<file path="src/rtl/ps2_key_events.sv">
// PS/2 keyboard front end: synchronises the raw PS/2 pins, assembles and checks
// 11-bit frames, decodes prefix bytes into make/break/extended key events,
// tracks the held key for typematic-repeat detection and buffers events in a
// first-word-fall-through queue.
//
// Decoder states
//   state      | meaning
//   ST_IDLE    | no prefix pending
//   ST_EXT     | E0 seen, waiting for code or F0
//   ST_BRK     | F0 seen, next byte is a release code
//   ST_EXT_BRK | E0 F0 seen, next byte is an extended release code
module ps2_key_events #(
  parameter int FIFO_DEPTH  = 8,
  parameter int CNT_W       = 8,
  parameter int SYNC_STAGES = 3,
  parameter int TIMEOUT_CYC = 50000
) (
  input  logic             clk,
  input  logic             clrn,
  input  logic             ps2_clk,
  input  logic             ps2_data,
  input  logic             rd_en,
  output logic             ev_valid,
  output logic [7:0]       ev_code,
  output logic             ev_ext,
  output logic             ev_break,
  output logic             ev_first,
  output logic [CNT_W-1:0] press_count,
  output logic             key_held,
  output logic [7:0]       held_code,
  output logic             held_ext,
  output logic             overflow,
  output logic             parity_err
);

  localparam int PTR_W = $clog2(FIFO_DEPTH);
  localparam int TMR_W = $clog2(TIMEOUT_CYC + 1);
  localparam int ENT_W = 11;

  typedef enum logic [1:0] {ST_IDLE, ST_EXT, ST_BRK, ST_EXT_BRK} state_t;

  logic [SYNC_STAGES-1:0] sclk_q, sclk_d, sdat_q, sdat_d;
  logic                   sclk_prev_q, sclk_prev_d;
  logic [3:0]             bit_cnt_q, bit_cnt_d;
  logic [9:0]             shift_q, shift_d;
  logic [TMR_W-1:0]       tmr_q, tmr_d;
  logic                   byte_stb_q, byte_stb_d;
  logic [7:0]             byte_q, byte_d;
  logic                   perr_q, perr_d;
  state_t                 state_q, state_d;
  logic                   key_held_q, key_held_d;
  logic [7:0]             held_code_q, held_code_d;
  logic                   held_ext_q, held_ext_d;
  logic [CNT_W-1:0]       press_cnt_q, press_cnt_d;
  logic [ENT_W-1:0]       mem_q [FIFO_DEPTH];
  logic [ENT_W-1:0]       mem_d [FIFO_DEPTH];
  logic [PTR_W-1:0]       wr_ptr_q, wr_ptr_d, rd_ptr_q, rd_ptr_d;
  logic [PTR_W:0]         count_q, count_d;
  logic                   ovf_q, ovf_d;

  logic       fall, data_bit;
  logic       emit, ev_ext_n, ev_brk_n, ev_first_n, match;
  logic       pop, full, push_ok;
  logic [ENT_W-1:0] head;

  assign fall     = sclk_prev_q & ~sclk_q[SYNC_STAGES-1];
  assign data_bit = sdat_q[SYNC_STAGES-1];

  // Shift the raw pins through the synchroniser chains.
  always_comb begin
    sclk_d      = {sclk_q[SYNC_STAGES-2:0], ps2_clk};
    sdat_d      = {sdat_q[SYNC_STAGES-2:0], ps2_data};
    sclk_prev_d = sclk_q[SYNC_STAGES-1];
  end

  // Frame assembly, frame check and partial-frame timeout.
  always_comb begin
    bit_cnt_d  = bit_cnt_q;
    shift_d    = shift_q;
    tmr_d      = tmr_q;
    byte_stb_d = 1'b0;
    byte_d     = byte_q;
    perr_d     = 1'b0;
    if (fall) begin
      tmr_d = TMR_W'(TIMEOUT_CYC - 1);
      if (bit_cnt_q == 4'd10) begin
        bit_cnt_d = 4'd0;
        // shift_q[0]=start, [8:1]=data, [9]=parity; data_bit is the stop bit
        if (!shift_q[0] && data_bit && (^shift_q[9:1])) begin
          byte_stb_d = 1'b1;
          byte_d     = shift_q[8:1];
        end else begin
          perr_d = 1'b1;
        end
      end else begin
        bit_cnt_d = bit_cnt_q + 4'd1;
        shift_d   = {data_bit, shift_q[9:1]};
      end
    end else if (bit_cnt_q != 4'd0) begin
      if (tmr_q == '0) bit_cnt_d = 4'd0;
      else             tmr_d     = tmr_q - TMR_W'(1);
    end
  end

  // Prefix decoder; a rejected frame abandons any pending prefix.
  always_comb begin
    state_d  = state_q;
    emit     = 1'b0;
    ev_ext_n = 1'b0;
    ev_brk_n = 1'b0;
    if (perr_q) begin
      state_d = ST_IDLE;
    end else if (byte_stb_q) begin
      case (state_q)
        ST_IDLE: begin
          if (byte_q == 8'hE0)      state_d = ST_EXT;
          else if (byte_q == 8'hF0) state_d = ST_BRK;
          else                      emit    = 1'b1;
        end
        ST_EXT: begin
          if (byte_q == 8'hF0)      state_d = ST_EXT_BRK;
          else if (byte_q == 8'hE0) state_d = ST_EXT;
          else begin
            emit     = 1'b1;
            ev_ext_n = 1'b1;
            state_d  = ST_IDLE;
          end
        end
        ST_BRK: begin
          state_d = ST_IDLE;
          if (byte_q != 8'hE0 && byte_q != 8'hF0) begin
            emit     = 1'b1;
            ev_brk_n = 1'b1;
          end
        end
        default: begin
          state_d = ST_IDLE;
          if (byte_q != 8'hE0 && byte_q != 8'hF0) begin
            emit     = 1'b1;
            ev_ext_n = 1'b1;
            ev_brk_n = 1'b1;
          end
        end
      endcase
    end
  end

  // Held-key tracking and fresh-press counting.
  always_comb begin
    match       = key_held_q && (byte_q == held_code_q) && (ev_ext_n == held_ext_q);
    ev_first_n  = emit && !ev_brk_n && !match;
    key_held_d  = key_held_q;
    held_code_d = held_code_q;
    held_ext_d  = held_ext_q;
    press_cnt_d = press_cnt_q;
    if (emit) begin
      if (!ev_brk_n) begin
        if (!match) begin
          press_cnt_d = press_cnt_q + CNT_W'(1);
          key_held_d  = 1'b1;
          held_code_d = byte_q;
          held_ext_d  = ev_ext_n;
        end
      end else if (match) begin
        key_held_d = 1'b0;
      end
    end
  end

  // Event queue; a pop frees a slot for a same-cycle push even when full.
  always_comb begin
    pop      = rd_en && (count_q != '0);
    full     = (count_q == (PTR_W+1)'(FIFO_DEPTH));
    push_ok  = emit && (!full || pop);
    mem_d    = mem_q;
    wr_ptr_d = wr_ptr_q;
    rd_ptr_d = rd_ptr_q;
    ovf_d    = ovf_q;
    if (push_ok) begin
      mem_d[wr_ptr_q] = {ev_ext_n, ev_brk_n, ev_first_n, byte_q};
      wr_ptr_d        = wr_ptr_q + PTR_W'(1);
    end
    if (pop) begin
      rd_ptr_d = rd_ptr_q + PTR_W'(1);
      ovf_d    = 1'b0;
    end
    if (emit && !push_ok) ovf_d = 1'b1;
    case ({push_ok, pop})
      2'b10:   count_d = count_q + (PTR_W+1)'(1);
      2'b01:   count_d = count_q - (PTR_W+1)'(1);
      default: count_d = count_q;
    endcase
  end

  // State registers; synchronisers reset to the idle-high bus level.
  always_ff @(posedge clk or negedge clrn) begin
    if (!clrn) begin
      sclk_q      <= '1;
      sdat_q      <= '1;
      sclk_prev_q <= 1'b1;
      bit_cnt_q   <= '0;
      shift_q     <= '0;
      tmr_q       <= '0;
      byte_stb_q  <= 1'b0;
      byte_q      <= '0;
      perr_q      <= 1'b0;
      state_q     <= ST_IDLE;
      key_held_q  <= 1'b0;
      held_code_q <= '0;
      held_ext_q  <= 1'b0;
      press_cnt_q <= '0;
      for (int i = 0; i < FIFO_DEPTH; i++) mem_q[i] <= '0;
      wr_ptr_q    <= '0;
      rd_ptr_q    <= '0;
      count_q     <= '0;
      ovf_q       <= 1'b0;
    end else begin
      sclk_q      <= sclk_d;
      sdat_q      <= sdat_d;
      sclk_prev_q <= sclk_prev_d;
      bit_cnt_q   <= bit_cnt_d;
      shift_q     <= shift_d;
      tmr_q       <= tmr_d;
      byte_stb_q  <= byte_stb_d;
      byte_q      <= byte_d;
      perr_q      <= perr_d;
      state_q     <= state_d;
      key_held_q  <= key_held_d;
      held_code_q <= held_code_d;
      held_ext_q  <= held_ext_d;
      press_cnt_q <= press_cnt_d;
      mem_q       <= mem_d;
      wr_ptr_q    <= wr_ptr_d;
      rd_ptr_q    <= rd_ptr_d;
      count_q     <= count_d;
      ovf_q       <= ovf_d;
    end
  end

  assign head        = mem_q[rd_ptr_q];
  assign ev_valid    = (count_q != '0);
  assign ev_code     = ev_valid ? head[7:0] : 8'h00;
  assign ev_first    = ev_valid & head[8];
  assign ev_break    = ev_valid & head[9];
  assign ev_ext      = ev_valid & head[10];
  assign press_count = press_cnt_q;
  assign key_held    = key_held_q;
  assign held_code   = held_code_q;
  assign held_ext    = held_ext_q;
  assign overflow    = ovf_q;
  assign parity_err  = perr_q;

endmodule
</file>
<file path="config.mk">
export PLATFORM = sky130hd
export DESIGN_NAME = ps2_key_events
export DESIGN_NICKNAME = d
export VERILOG_FILES = /design/src/rtl/ps2_key_events.sv
export SDC_FILE = /design/constraint.sdc
export NUM_CORES = 1
export LEC_CHECK = 0
export CAP_MARGIN = 10
export CELL_PAD_IN_SITES_DETAIL_PLACEMENT = 1
export CELL_PAD_IN_SITES_GLOBAL_PLACEMENT = 2
export CORE_MARGIN = 3
export CORE_UTILIZATION = 39
export DETAILED_ROUTE_END_ITERATION = 12
export GPL_ROUTABILITY_DRIVEN = 1
export PLACE_DENSITY_LB_ADDON = 0.05
export SLEW_MARGIN = 15
export SYNTH_ARGS = -nofsm -noshare
export SYNTH_HDL_FRONTEND = slang
export SYNTH_SLANG_ARGS = --single-unit
</file>
<file path="constraint.sdc">
create_clock -name clk -period 2.8 [get_ports clk]
set_input_delay 0.56 -clock clk [delete_from_list [all_inputs] [get_ports clk]]
set_output_delay 0.56 -clock clk [all_outputs]
set_load 0.1 [all_outputs]
</file>
==> impl_metrics.json, run 1 <==
{
  "status": "finished, final reports clean",
  "drt_wl_total_um": 17400,
  "synthFlopType": "dfrtp_1",
  "cts.sinks": 166,
  "cp_data_required_time_ps": 2240,
  "cts_tree": "done",
  "grt_max_degree": 70,
  "core-area_um2": 19100,
  "reg2reg_to": "press_count[6]",
  "seq_power_share_pct": 43.2,
  "synth_area_leaders": "dfrtp_1, mux2_2, mux4_2, xnor2_1, dfstp_2",
  "report.final.slew_viol_count": 0,
  "total_leakage_power_uw": 0.00427,
  "startpoint_type": "flip-flop",
  "layout_min_cycle_time_ps": 2680,
  "clock_path_buffers": 2,
  "track_usage_pct": 17.3,
  "r2r_slack_ps": 210,
  "final-setup-viol-count": 0,
  "globalplace.congestion": 0.741,
  "synth_nets": 598,
  "synth_edf_count": 0,
  "synth_top_cell_by_area": "dfrtp_1",
  "drive_above_1_share_pct": 41.0,
  "route.detailed.drc": 0,
  "fin_skew_ps": 16.5,
  "vias": 4763,
  "antennaDiodeCount": 0,
  "routed_via_density": 5.22,
  "area_delta_synth_final_pct": 19.9,
  "final-hold-violation-count": 0,
  "period_share_pct": 95.6,
  "ys_types": 45,
  "drt_iter0_markers": 143,
  "fp.dieH_um": 147,
  "clock-root-buffer": "clkbuf_16",
  "r2r-start": "byte_q[3]",
  "criticalPathCategory": "reg2out",
  "grt_pass1_wl_um": 28900,
  "dieArea_um2": 21500,
  "core.rowCount": 50,
  "async_flop_share_pct": 100,
  "worstSkewPairLatency_ps": 430,
  "final_antenna_net_count": 0,
  "yosys_register_bits": 166,
  "first_pass_iters": 4,
  "place_ws_ps": 161,
  "switching_share_pct": 31.6,
  "postCtsSetupRepairBufs": 0,
  "yosysTopAreaCellShare_pct": 51.7,
  "holdWs_ps": 123,
  "totalPowerFinal_uw": 6640,
  "synth_most_common_cell": "dfrtp_1",
  "cp_max_fo": 24,
  "gr-total-overflow": 0,
  "io_pins": 37,
  "power.internal_uw": 4540,
  "start_util_pct": 40.4,
  "maxCapViolations": 0,
  "power_density_nw_per_um2": 718,
  "numCtsBuffers": 17,
  "final_area_um2": 9240,
  "io_buffer_count": 36,
  "p_sw_uw": 2100,
  "layout.nets": 655,
  "reg2regPathDepth": 10,
  "htree_levels": 4,
  "dp_hpwl_um": 12000,
  "clkPwrFrac_pct": 34.2,
  "worst_slew_pin_slew_ps": 688,
  "syn_inst": 582,
  "yosys-top-cells-count": "dfrtp_1, mux2_2, xnor2_1",
  "antenna_found_initial": 0,
  "fin_cells": 912,
  "grt_pass1_vias": 5219,
  "ir_drop_v": 0.000454,
  "fp.dieW_um": 147,
  "synth_area_um2": 7700,
  "arrival_ps": 2120,
  "hold_path_class": "in2async",
  "max_freq_mhz": 374,
  "num-fill-cells": 1947,
  "avgRoutedWirePerCell_um": 19.1,
  "max_slew_margin_pct": 54.1,
  "dpl.cell_count": 880,
  "place_area_um2": 8650,
  "yosysWarningCount": 0,
  "syn_area_per_cell_um2": 13.2,
  "clk_pin_slew_ps": 60,
  "fin_ws_ps": 123,
  "ys_seq_area_share_pct": 54.1,
  "cp-end-kind": "output pin",
  "ctsHoldBuffers": 0,
  "comb_power_share_pct": 22.5
}
-- kinds of logic after synthesis --
logic type               share of synthesized area, %
flip-flops                                       54.1
multiplexers                                     25.0
AND/OR/NAND/NOR                                  8.42
buffers and inverters                            2.31
XOR/XNOR                                         5.07
AO/OA/AOI/OAI                                    3.40
adder cells (fa/ha/maj)                          1.79
-- per-stage QoR --
step / setup TNS, ps / util [%]
floorplan: -234 / -
global placement: 0 / 45.4
detailed placement: 0 / 45.4
CTS: 0 / 48.3
global route: -23.4 / 48.4
finish: 0 / 48.4
-- worst max-delay path by stage --
stage | from | endpoint | depth (start not counted)
3_3_place_gp | rd_en | count_q[2] | 10
2_1_floorplan | rd_ptr_q[0] | ev_ext | 5
6_report | rd_ptr_q[0] | ev_code[7] | 5
5_1_grt | byte_q[3] | press_count[6] | 10
4_1_cts | rd_ptr_q[0] | ev_code[7] | 5
3_5_place_dp | byte_q[3] | press_count[6] | 10
-- critical path, stage by stage (launching register included) --
cell and delay [ps]:
dfrtp_1 370, buf_12 240, mux4_2 540, mux2i_1 260
nor2_2 80, buf_12 170
-- metal layers --
metal / wire (um) / GRT usage [%]
met3: 319 / 3.85
met2: 8840 / 28.9
met1: 8050 / 22.8
met4: 206 / 4.94
met5: 0 / 0
-- final cells by class --
type | instances | area, um2 | area share (%)
clock buffers | 17 | 425 | 4.61
clock inverters | 15 | 146 | 1.59
inverters | 12 | 45.0 | 0.488
multi-input cells | 372 | 3410 | 37.0
flip-flops and latches | 166 | 4170 | 45.1
well taps | 260 | 325 | 3.52
repair buffers | 70 | 712 | 7.71
-- power by group through the flow --
stage	Clock, uW	Sequential, uW	Combinational (uW)
2_1_floorplan	0	2880	1070
3_3_place_gp	0	2910	1500
3_5_place_dp	0	2910	1520
4_1_cts	2350	2870	1530
5_1_grt	2480	2910	1660
6_report	2270	2870	1490
-- state kept, by name (all words and copies together), names as in the netlist, 2 cells and up --
| name | flops |
|---|---|
| rd_ptr_q | 3 |
| tmr_q | 16 |
| bit_cnt_q | 4 |
| held_code | 8 |
| mem_q | 88 |
| press_count | 8 |
| sdat_q | 3 |
| sclk_q | 3 |
| count_q | 4 |
| wr_ptr_q | 3 |
| state_q | 2 |
| shift_q | 10 |
| byte_q | 8 |
-- layout by cell type, fill, tap and decap left out, types with 3 or more instances in the layout --
| cell | n |
|---|---|
| mux2_2 | 117 |
| or4_1 | 7 |
| nand2_1 | 31 |
| clkinv_4 | 6 |
| xnor2_1 | 32 |
| nand4_1 | 5 |
| clkbuf_16 | 17 |
| a21oi_1 | 12 |
| nor2_2 | 11 |
| inv_1 | 11 |
| xor2_1 | 10 |
| nand3_1 | 10 |
| mux2i_1 | 11 |
| ha_1 | 11 |
| buf_4 | 52 |
| inv_6 | 5 |
| nor3b_1 | 3 |
| mux4_2 | 22 |
| buf_12 | 14 |
| o21ai_0 | 14 |
| nor2_1 | 21 |
| nor3_1 | 8 |
| or3_1 | 8 |
| dfstp_2 | 7 |
| dfrtp_1 | 158 |
| clkdlybuf4s50_1 | 3 |
| nor4_1 | 4 |
| nand2b_1 | 5 |
-- repair_timing --
item,CTS,global route
endpoints found under the setup margin,0,2
resized for setup,0,2
hold endpoints to repair,0,0
Note: power is estimated with default switching activity, not from simulation.
==> inputs of run 2 (changes only) <==
Settings changed: ABC_AREA set to 1, CORE_UTILIZATION 39 to 34, CTS_BUF_LIST set to sky130_fd_sc_hd__clkbuf_16.
==> impl_metrics.json, run 2 <==
{
  "final_cell_mix": "nand2_1, dfrtp_1, nor2_1",
  "area_delta_synth_final_pct": 17.3,
  "clk_pin_slew_ps": 70,
  "max_freq_mhz": 384,
  "clock_path_buffers": 2,
  "layout_min_cycle_time_ps": 2600,
  "htree_levels": 4,
  "layout.nets": 1017,
  "arrival_ps": 2040,
  "largestRegisters": "mem_q (88), tmr_q (16), shift_q (10)",
  "criticalPathCategory": "reg2out",
  "async_flop_share_pct": 100,
  "wl_met3_um": 467,
  "synth_compound_area_share_pct": 14.8,
  "numCtsBuffers": 17,
  "final-setup-viol-count": 0,
  "fp.dieH_um": 160,
  "yosys-top-cells-count": "nand2_1, dfrtp_1, nor2_1",
  "first_pass_iters": 4,
  "yosysWarningCount": 0,
  "top_layer": "met4",
  "final-hold-violation-count": 0,
  "synth_top_cell_by_area": "dfrtp_1",
  "synthFlopType": "dfrtp_1",
  "yosys_register_bits": 166,
  "cp-end-kind": "output pin",
  "syn_inst": 957,
  "post_cts_resized": 0,
  "antennaDiodeCount": 0,
  "fin_ws_ps": 197,
  "dieArea_um2": 25700,
  "startpoint_type": "flip-flop",
  "maxCapViolations": 0,
  "antenna_found_initial": 0,
  "vias": 6477,
  "worstSkewPairLatency_ps": 430,
  "clock-root-buffer": "clkbuf_16",
  "ir_drop_v": 0.00104,
  "report.final.slew_viol_count": 0,
  "synth_nets": 973,
  "period_share_pct": 93.0,
  "place_ws_ps": 251,
  "total_leakage_power_uw": 0.00427,
  "grt_max_degree": 59,
  "synth-simple-area-share_pct": 22.2,
  "core-area_um2": 23000,
  "routed_via_density": 4.88,
  "ys_types": 37,
  "max_slew_margin_pct": 60.6,
  "met2_length_um": 11000,
  "cp_max_fo": 43,
  "core.rowCount": 55,
  "synth_xor_area_share_pct": 3.14,
  "syn_area_per_cell_um2": 8.45,
  "holdWs_ps": 356,
  "avgRoutedWirePerCell_um": 16.7,
  "io_pins": 37,
  "cts.sinks": 166,
  "rsz0062_at_grt": "false",
  "fp.dieW_um": 160,
  "yosysTopAreaCellShare_pct": 49.2,
  "drive_above_1_share_pct": 14.6,
  "final_antenna_net_count": 0,
  "io_buffer_count": 36,
  "status": "finished, final reports clean",
  "hold_path_class": "reg2reg",
  "largest_reg_flops": 88,
  "synth_area_um2": 8090,
  "synth_edf_count": 0,
  "wl_met1_um": 10400,
  "synth_top_family_by_area": "simple AND/OR/NAND/NOR gates",
  "drt_wl_total_um": 22100,
  "grt_pass1_vias": 6730,
  "synth_most_common_cell": "nand2_1",
  "route.detailed.drc": 0,
  "start_util_pct": 35.2,
  "gr-total-overflow": 0,
  "fin_skew_ps": 8.57,
  "muxShareOfSynthArea_pct": 0,
  "setup_tns_ps": 0,
  "power_density_nw_per_um2": 983,
  "worst_slew_pin_slew_ps": 589,
  "yosys.area_share.adder_pct": 1.70,
  "final_common_cell": "nand2_1",
  "synth_area_leaders": "dfrtp_1, nand2_1, o21ai_0, nor2_1, o21ai_1",
  "globalplace.congestion": 0.724,
  "track_usage_pct": 18.1,
  "grt_pass1_wl_um": 36900,
  "drt_iter0_markers": 278,
  "cp_data_required_time_ps": 2240,
  "ys_seq_area_share_pct": 51.5,
  "dp_hpwl_um": 14800,
  "cts_tree": "done",
  "regMostFlops": "mem_q"
}
run 2: path summary, 6_finish.rpt:
kind                       slack, ps        start  cells after the start              to
max in group asynchronous       1430         clrn                      3       mem_q[66]
setup reg to reg                 440    byte_q[7]                     12  press_count[4]
setup / recovery                 200  rd_ptr_q[0]                      8          ev_ext
hold reg to reg                  360    sdat_q[0]                      0       sdat_q[1]
min in group asynchronous        530         clrn                      2       mem_q[42]
hold / removal                   360    sdat_q[0]                      0       sdat_q[1]
run 2: logic make-up (layout without fill, tap and decap cells):
family	count (synthesis)	after routing
simple gates	425	425
compound gates	219	219
buf+inv	107	164
fa+ha+maj	11	11
xor+xnor	29	29
flops	166	166
run 2: layout make-up:
class                           count  area, um2
Timing Repair Buffer               64        682
Fill cell                        2736      13500
Inverter                           68        255
Clock inverter                     15        145
Tap cell                          313        392
Sequential cell                   166       4160
Clock buffer                       17        425
Multi-Input combinational cell    684       3420
run 2: timing repair:
item,4_1_cts,5_1_grt
endpoints found under the setup margin,0,0
hold endpoints to repair,14,0
hold buffers,1,0
buffers inserted,0,0
run 2: routing by layer:
layer  vias up  track usage [%]
met5         -                0
met2        43             31.4
met1      3168             23.4
met3        20             3.32
met4         0             4.69
li1       3246                -
run 2: critical path, stage by stage (launching register included):
cell and delay (ps):
dfrtp_1 430, buf_12 240, nor2_1 70, nor2_1 100, o21ai_0 90, o211ai_1 90, nand2_1 90, a31oi_2 260
buf_12 220
run 2: per-stage QoR:
| step | util [%] | total power (uW) | cell area [um2] | instances |
|---|---|---|---|---|
| 2_1_floorplan | - | 5580 | 8120 | 957 |
| 3_3_place_gp | 38.7 | 7100 | 8900 | 1294 |
| 3_5_place_dp | 38.7 | 7110 | 8900 | 1294 |
| 4_1_cts | 41.3 | 9470 | 9480 | 1327 |
| 5_1_grt | 41.3 | 9880 | 9480 | 1327 |
| 6_report | 41.3 | 9320 | 9480 | 1327 |
run 2: power by group:
group,internal (uW),leakage (uW),total [uW],switching (uW)
Clock,1240,0.000265,2330,1080
Sequential,2600,0.00222,2790,199
Combinational,1360,0.00178,4200,2840
